===== config.mk =====
export PLATFORM = sky130hd
export DESIGN_NAME = counter_watch_flat
export DESIGN_NICKNAME = d
export VERILOG_FILES = /design/src/rtl/counter_watch_pkg.sv /design/src/rtl/counter_watch_if.sv /design/src/rtl/counter_watch_fifo.sv /design/src/rtl/counter_watch.sv /design/src/flat_wrapper.sv
export SDC_FILE = /design/constraint.sdc
export NUM_CORES = 1
export LEC_CHECK = 0
export ABC_AREA = 1
export BUFFER_PORTS_ARGS = -buffer_cell sky130_fd_sc_hd__buf_2
export CORE_UTILIZATION = 55
export DETAILED_ROUTE_END_ITERATION = 16
export GPL_TIMING_DRIVEN = 0
export PLACE_DENSITY = 0.74
export SYNTH_ARGS = -nofsm -noshare
export SYNTH_HDL_FRONTEND = slang
export SYNTH_HIERARCHICAL = 1
export SYNTH_SLANG_ARGS = --single-unit

===== constraint.sdc =====
create_clock -name clock -period 8.15 [get_ports clock]
set_clock_uncertainty 0.15 [all_clocks]
set_input_delay 0.815 -clock clock [delete_from_list [all_inputs] [get_ports clock]]
set_output_delay 0.815 -clock clock [all_outputs]
set_load 0.005 [all_outputs]

===== src/rtl/counter_watch_pkg.sv =====
// rtl/counter_watch_pkg.sv - shared event codes and widths for counter_watch
package counter_watch_pkg;

    localparam logic [1:0] EVT_NONE  = 2'b00;
    localparam logic [1:0] EVT_WRAP  = 2'b01;
    localparam logic [1:0] EVT_MATCH = 2'b10;
    localparam logic [1:0] EVT_STALL = 2'b11;

    localparam int DropWidth = 8;

    // A queued record is {event code, timestamp}
    function automatic int rec_width(input int ts_width);
        return 2 + ts_width;
    endfunction

endpackage


===== src/rtl/counter_watch_if.sv =====
// rtl/counter_watch_if.sv - event record stream between counter_watch and its consumer
interface counter_watch_if #(
    parameter int TsWidth = 16
);
    logic               evt_valid;
    logic               evt_ready;
    logic [1:0]         evt_type;
    logic [TsWidth-1:0] evt_time;

    modport master (
        output evt_valid,
        output evt_type,
        output evt_time,
        input  evt_ready
    );

    modport slave (
        input  evt_valid,
        input  evt_type,
        input  evt_time,
        output evt_ready
    );
endinterface


===== src/rtl/counter_watch_fifo.sv =====
// rtl/counter_watch_fifo.sv - show-ahead synchronous FIFO, async active-low reset
module counter_watch_fifo #(
    parameter int Width = 18,
    parameter int Depth = 4
) (
    input  logic             clock,
    input  logic             reset,
    input  logic             i_push,
    input  logic             i_pop,
    input  logic [Width-1:0] i_wdata,
    output logic             o_full,
    output logic             o_empty,
    output logic [Width-1:0] o_rdata
);
    localparam int AW = $clog2(Depth);

    logic [AW:0]      r_wr_ptr;
    logic [AW:0]      r_rd_ptr;
    logic [Width-1:0] r_mem [Depth];

    logic w_do_pop;
    logic w_do_push;

    assign o_empty   = (r_wr_ptr == r_rd_ptr);
    assign o_full    = (r_wr_ptr[AW] != r_rd_ptr[AW]) &&
                       (r_wr_ptr[AW-1:0] == r_rd_ptr[AW-1:0]);
    assign w_do_pop  = i_pop && !o_empty;
    // When full, the write slot is the head being popped this edge, so the push is safe
    assign w_do_push = i_push && (!o_full || w_do_pop);
    assign o_rdata   = o_empty ? '0 : r_mem[r_rd_ptr[AW-1:0]];

    always_ff @(posedge clock or negedge reset) begin
        if (!reset) begin
            r_wr_ptr <= '0;
            r_rd_ptr <= '0;
        end else begin
            if (w_do_push) r_wr_ptr <= r_wr_ptr + (AW+1)'(1);
            if (w_do_pop)  r_rd_ptr <= r_rd_ptr + (AW+1)'(1);
        end
    end

    always_ff @(posedge clock) begin
        if (w_do_push) r_mem[r_wr_ptr[AW-1:0]] <= i_wdata;
    end

endmodule


===== src/rtl/counter_watch.sv =====
// rtl/counter_watch.sv - watches a counter value for wrap, match and stall events
// and queues timestamped records for a downstream consumer.
module counter_watch
    import counter_watch_pkg::*;
#(
    parameter int Size       = 5,
    parameter int Depth      = 4,
    parameter int TsWidth    = 16,
    parameter int StallLimit = 8
) (
    input  logic                 clock,
    input  logic                 reset,
    input  logic [Size-1:0]      count,
    input  logic [Size-1:0]      match_value,
    input  logic                 match_en,
    input  logic                 clear_overflow,
    counter_watch_if.master      evt,
    output logic                 overflow,
    output logic [DropWidth-1:0] drop_count
);
    localparam int RecW = rec_width(TsWidth);
    localparam int RepW = $clog2(StallLimit + 1);
    localparam logic [Size-1:0] MaxCount = '1;

    logic [TsWidth-1:0]   r_ts;
    logic [Size-1:0]      r_prev;
    logic                 r_have_prev;
    logic [RepW-1:0]      r_rep;
    logic                 r_armed;
    logic                 r_overflow;
    logic [DropWidth-1:0] r_drop_count;

    logic                 w_same;
    logic                 w_changed;
    logic                 w_wrap;
    logic                 w_match;
    logic                 w_stall;
    logic                 w_push;
    logic [1:0]           w_type;
    logic                 w_full;
    logic                 w_empty;
    logic                 w_pop;
    logic [RecW-1:0]      w_rdata;
    logic [1:0]           w_drops;
    logic [DropWidth-1:0] w_drop_base;
    logic [DropWidth:0]   w_drop_sum;
    logic [DropWidth-1:0] w_drop_next;

    // Nothing is detected until a previous sample exists
    assign w_same    = r_have_prev && (count == r_prev);
    assign w_changed = r_have_prev && (count != r_prev);
    assign w_wrap    = r_have_prev && (r_prev == MaxCount) && (count == '0);
    assign w_match   = w_changed && match_en && (count == match_value);
    assign w_stall   = w_same && r_armed && (r_rep == RepW'(StallLimit - 1));
    assign w_push    = w_wrap || w_match || w_stall;
    assign w_pop     = !w_empty && evt.evt_ready;

    always_comb begin
        w_type = EVT_NONE;
        if (w_wrap)       w_type = EVT_WRAP;
        else if (w_match) w_type = EVT_MATCH;
        else if (w_stall) w_type = EVT_STALL;
    end

    // A match coinciding with a wrap is discarded and counted as a drop
    always_comb begin
        w_drops     = {1'b0, w_wrap && w_match} + {1'b0, w_push && w_full && !w_pop};
        w_drop_base = clear_overflow ? '0 : r_drop_count;
        w_drop_sum  = {1'b0, w_drop_base} + {(DropWidth - 1)'(0), w_drops};
        w_drop_next = w_drop_sum[DropWidth] ? '1 : w_drop_sum[DropWidth-1:0];
    end

    always_ff @(posedge clock or negedge reset) begin
        if (!reset) begin
            r_ts         <= '0;
            r_prev       <= '0;
            r_have_prev  <= 1'b0;
            r_rep        <= '0;
            r_armed      <= 1'b1;
            r_overflow   <= 1'b0;
            r_drop_count <= '0;
        end else begin
            r_ts        <= r_ts + TsWidth'(1);
            r_prev      <= count;
            r_have_prev <= 1'b1;
            if (w_same) begin
                if (r_rep != RepW'(StallLimit)) r_rep <= r_rep + RepW'(1);
            end else begin
                r_rep <= '0;
            end
            if (w_stall)        r_armed <= 1'b0;
            else if (w_changed) r_armed <= 1'b1;
            if (w_drops != 2'd0)     r_overflow <= 1'b1;
            else if (clear_overflow) r_overflow <= 1'b0;
            r_drop_count <= w_drop_next;
        end
    end

    counter_watch_fifo #(
        .Width (RecW),
        .Depth (Depth)
    ) u_fifo (
        .clock   (clock),
        .reset   (reset),
        .i_push  (w_push),
        .i_pop   (w_pop),
        .i_wdata ({w_type, r_ts}),
        .o_full  (w_full),
        .o_empty (w_empty),
        .o_rdata (w_rdata)
    );

    assign evt.evt_valid = !w_empty;
    assign evt.evt_type  = w_rdata[TsWidth +: 2];
    assign evt.evt_time  = w_rdata[TsWidth-1:0];
    assign overflow      = r_overflow;
    assign drop_count    = r_drop_count;

endmodule

===== src/flat_wrapper.sv =====
// flat-port wrapper written by rule: the top's interface ports become plain ports
module counter_watch_flat import counter_watch_pkg::*;
#(
    parameter int Size       = 5,
    parameter int Depth      = 4,
    parameter int TsWidth    = 16,
    parameter int StallLimit = 8
)
  (clock, reset, count, match_value, match_en, clear_overflow, overflow, drop_count, evt_evt_valid, evt_evt_type, evt_evt_time, evt_evt_ready);
  counter_watch_if #(.TsWidth(TsWidth)) evt_i ();
  input  logic clock;
  input  logic reset;
  input  logic [Size-1:0] count;
  input  logic [Size-1:0] match_value;
  input  logic match_en;
  input  logic clear_overflow;
  output logic overflow;
  output logic [DropWidth-1:0] drop_count;
  output wire logic [$bits(evt_i.evt_valid)-1:0] evt_evt_valid;
  output wire logic [$bits(evt_i.evt_type)-1:0] evt_evt_type;
  output wire logic [$bits(evt_i.evt_time)-1:0] evt_evt_time;
  input wire logic [$bits(evt_i.evt_ready)-1:0] evt_evt_ready;
  assign evt_evt_valid = evt_i.evt_valid;
  assign evt_evt_type = evt_i.evt_type;
  assign evt_evt_time = evt_i.evt_time;
  assign evt_i.evt_ready = evt_evt_ready;
  counter_watch #(.Size(Size), .Depth(Depth), .TsWidth(TsWidth), .StallLimit(StallLimit)) u_core (.clock(clock), .reset(reset), .count(count), .match_value(match_value), .match_en(match_en), .clear_overflow(clear_overflow), .evt(evt_i), .overflow(overflow), .drop_count(drop_count));
endmodule

==> summary.md <==
| Metric | Value |
|---|---|
| H-tree Lvls | 4 |
| Post-Syn Nets | 548 |
| Synth area leaders | edfxtp_1 41%, dfrtp_1 19%, nand2_1 6.4%, nor2_1 5.8%, inv_1 4.7% |
| CTS tree | yes |
| FF/Latch Area | ~3200 µm² |
| Hold WC Path Type | input pin to register |
| Wirelength per Cell | approximately 14 µm |
| Clk slew on worst S/H paths | ~0.05 ns |
| Core area | between 9000 and 10000 µm² |
| Synth top area share | 40.8% |
| Seq/Total Area, Yosys | 60.6% |
| Vias | ~3700 |
| Share of cells above drive strength 1 | approximately 20% |
| Drt first-iter violations | 199 |
| Warnings, synthesis | 6 |
| Root buffer cell | clkbuf_8 |
| Max Buffers Root-to-Sink | 2 |
| Setup bufs post-CTS | 0 |
| Final cell count without fillers | around 730 |
| Initial Utilization | 57.1% |
| PwrDens | ~300 nW/µm² |
| Fin. max-slew vios | 0 |
| DIE WIDTH | 100 µm |
| Post-synth design cell area | about 5300 µm² |
| Final min period | about 3.4 ns |
| Post-DP HPWL | around 7 mm |
| Number of global-route vias before repair | between 3000 and 4000 |
| Routed vias/inst | 5.08 |
| Die height | roughly 100 µm |
| Diode count | 0 |
| Antenna Nets Post-Route | 0 |
| Setup Viol. Count Final | 0 |
| Placed instance area | around 5700 µm² |
| Max-Cap Viols | 0 |
| Fillers | roughly 670 |
| Slew margin rel. | 32.6% |
| Initial antenna violation count | 0 |
| Die area | about 10000 µm² |
| Total Routing Usage GR | a little under a quarter |
| F_max | about 290 MHz |
| DRT Wirelength | 10.4 mm |
| Clock Sinks | approximately 110 |
| Worst setup margin | around 4.7 ns |
| Nets@finish | 613 |
| GPL Wtd Cong | about 0.8 |
| Post-route cell area | about 6300 µm² |
| Worst R2R Setup Slack | about 4.7 ns |
| Global-route wire length before repair | 17.4 mm |
| Period utilization | 42.1% |
| Cts hold-fix bufs | 0 |
| Status | finished clean |
| Post-synthesis register bit count | between 100 and 150 |
| Hold WS | between 0.3 and 0.4 ns |
| RSZ-0062 raised after global routing | false |
| IO Pins | between 40 and 50 |
| Clk Latency, worst-skew pair | a little over 0.5 ns |
| Cell count after synthesis | between 500 and 600 |
| Worst Tran Pin Value | slightly above 1 ns |
| CP Max Fanout | 10 |
| Area of the multi-input gates | between 1500 and 2000 µm² |
| Placed Cells | just under 700 |
| Peak supply drop | about 0.00015 V |
| Total grt overflow | 0 |
| Drt pass-1 iters | 5 |
| Distinct cells, synth | 39 |
| Synthesis-to-finish area growth | 19.2% |
| Final Hold Vio Count | 0 |
| Worst slack, placed | around 4.5 ns |
| Worst setup EP type | register |
| Largest area contributor in the netlist | edfxtp_1 |
| Final setup TNS | 0 ns |
| Cell Rows | 35 |
| Static leakage | roughly 2.8 nW |
| Crit Path Class | register to register |
| Post-CTS Resized | 0 |
| Worst Setup Start Kind | register |
| Largest net degree at the start of global routing | 43 |
| # port buffers | 42 |
| Required time worst endpoint | between 8 and 9 ns |
| Drt drc | 0 |
| Critical Path AT | approximately 3.7 ns |
| CTS Buf Count | 17 |
| Avg Cell Area, Syn | a little over 10 µm² |
==> state kept, by name, indices dropped and copies added (netlist names) <==
signal,count
u_core/u_fifo/r_mem,72
u_core/r_ts,16
u_core/drop_count,8
u_core/r_prev,5
u_core/r_rep,4
u_core/u_fifo/r_rd_ptr,3
u_core/u_fifo/r_wr_ptr,3
u_core/overflow,1
u_core/r_armed,1
u_core/r_have_prev,1
==> Yosys cell counts <==
cell / number
dfstp_2: 1
nor2_2: 3
a21oi_1: 5
nand2_4: 3
nand4_1: 3
o21ai_0: 39
nand3_4: 1
ha_1: 12
nor3_2: 3
edfxtp_1: 72
nand4_4: 1
nor3b_1: 1
nand2_2: 4
o211ai_1: 2
buf_6: 6
xor2_1: 10
a31oi_1: 2
nand3b_1: 1
o21ai_1: 16
or2_1: 1
nor2_4: 1
nand2_1: 91
nor4_1: 1
inv_2: 7
xnor2_4: 1
a21boi_1: 1
xnor2_1: 8
inv_1: 67
or2_2: 1
or2_0: 2
buf_2: 6
fa_1: 1
nor3_4: 1
conb_1: 1
nor2_1: 82
clkbuf_1: 2
nand3_2: 5
dfrtp_1: 41
nand3_1: 15
==> worst max-delay path, stage by stage, from the launching register on <==
cell and delay (ns):
dfrtp_1 0.41, inv_1 0.08, nand2_1 0.05, nand2_1 0.14
inv_1 0.10, nand3_4 0.10, buf_6 0.16, inv_1 0.06
nor2_1 0.42, nor2_1 0.10, nand2_1 0.11, ha_1 0.13
ha_1 0.16, inv_1 0.06, fa_1 0.41, nor3_2 0.24
nand2_1 0.14, nor3_2 0.19, nand3b_1 0.15
==> routing by layer <==
metal	track usage [%]	up-vias	share of wire, %
li1	-	1811	-
met1	28.3	1738	43
met2	39.6	124	49
met3	5.50	17	5.8
met4	10.7	0	1.9
met5	0	-	0
==> area by class of cell <==
class / count / share of cell area, %
inverters: 74 / 4.39
well taps: 129 / 2.55
flip-flops and latches: 114 / 50.8
multi-input cells: 318 / 27.2
plain buffers: 14 / 1.66
repair buffers: 46 / 4.27
clock inverters: 11 / 2.18
clock buffers: 21 / 6.94
==> cells by family (layout without fill, tap and decap cells) <==
| kind of cell | Yosys count | count (layout) | share of synthesized area [%] |
|---|---|---|---|
| other | 1 | 1 | 0.0707 |
| adders and majority gates | 13 | 13 | 3.21 |
| AOI/OAI and AO/OA | 65 | 65 | 6.32 |
| xor gates and xnor gates | 19 | 19 | 3.49 |
| buffers and inverters | 88 | 166 | 7.22 |
| DFF | 114 | 114 | 60.6 |
| and+or+nand+nor | 220 | 220 | 19.1 |
==> where the power goes <==
group	switching, W	total (W)	internal [W]
Clock	0.000242	0.000712	0.000470
Sequential	0.0000177	0.000643	0.000625
Combinational	0.000331	0.000544	0.000213
==> metrics by stage <==
| step | total power [W] | util, % |
|---|---|---|
| 2_1_floorplan | 0.00101 | - |
| 3_3_place_gp | 0.00118 | 61.1 |
| 3_5_place_dp | 0.00119 | 61.9 |
| 4_1_cts | 0.00191 | 68.1 |
| 5_1_grt | 0.00201 | 68.1 |
| 6_report | 0.00190 | 68.1 |
==> cells in the final DEF, fill, tap and decap left out, types with 6 or more instances in the layout <==
cell type   n
inv_1      67
nand2_1    91
inv_2       7
buf_2      48
buf_6       6
xnor2_1     8
o21ai_0    39
nand3_1    15
nor2_2      7
o21ai_1    16
clkbuf_16  16
ha_1       12
nor2_1     78
dfrtp_1    41
xor2_1     10
edfxtp_1   72
==> worst paths after layout <==
| path | endpoint | depth (start not counted) | startpoint |
|---|---|---|---|
| setup / recovery | u_core/drop_count[7] | 18 | u_core/u_fifo/r_wr_ptr[2] |
| hold / removal | u_core/r_prev[2] | 1 | count[2] |
| setup reg to reg | u_core/drop_count[7] | 18 | u_core/u_fifo/r_wr_ptr[2] |
| hold reg to reg | u_core/overflow | 2 | u_core/overflow |
| max in group asynchronous | u_core/u_fifo/r_rd_ptr[0] | 1 | reset |
| min in group asynchronous | u_core/r_ts[15] | 1 | reset |
No activity file was read; power rests on OpenSTA's default activity.
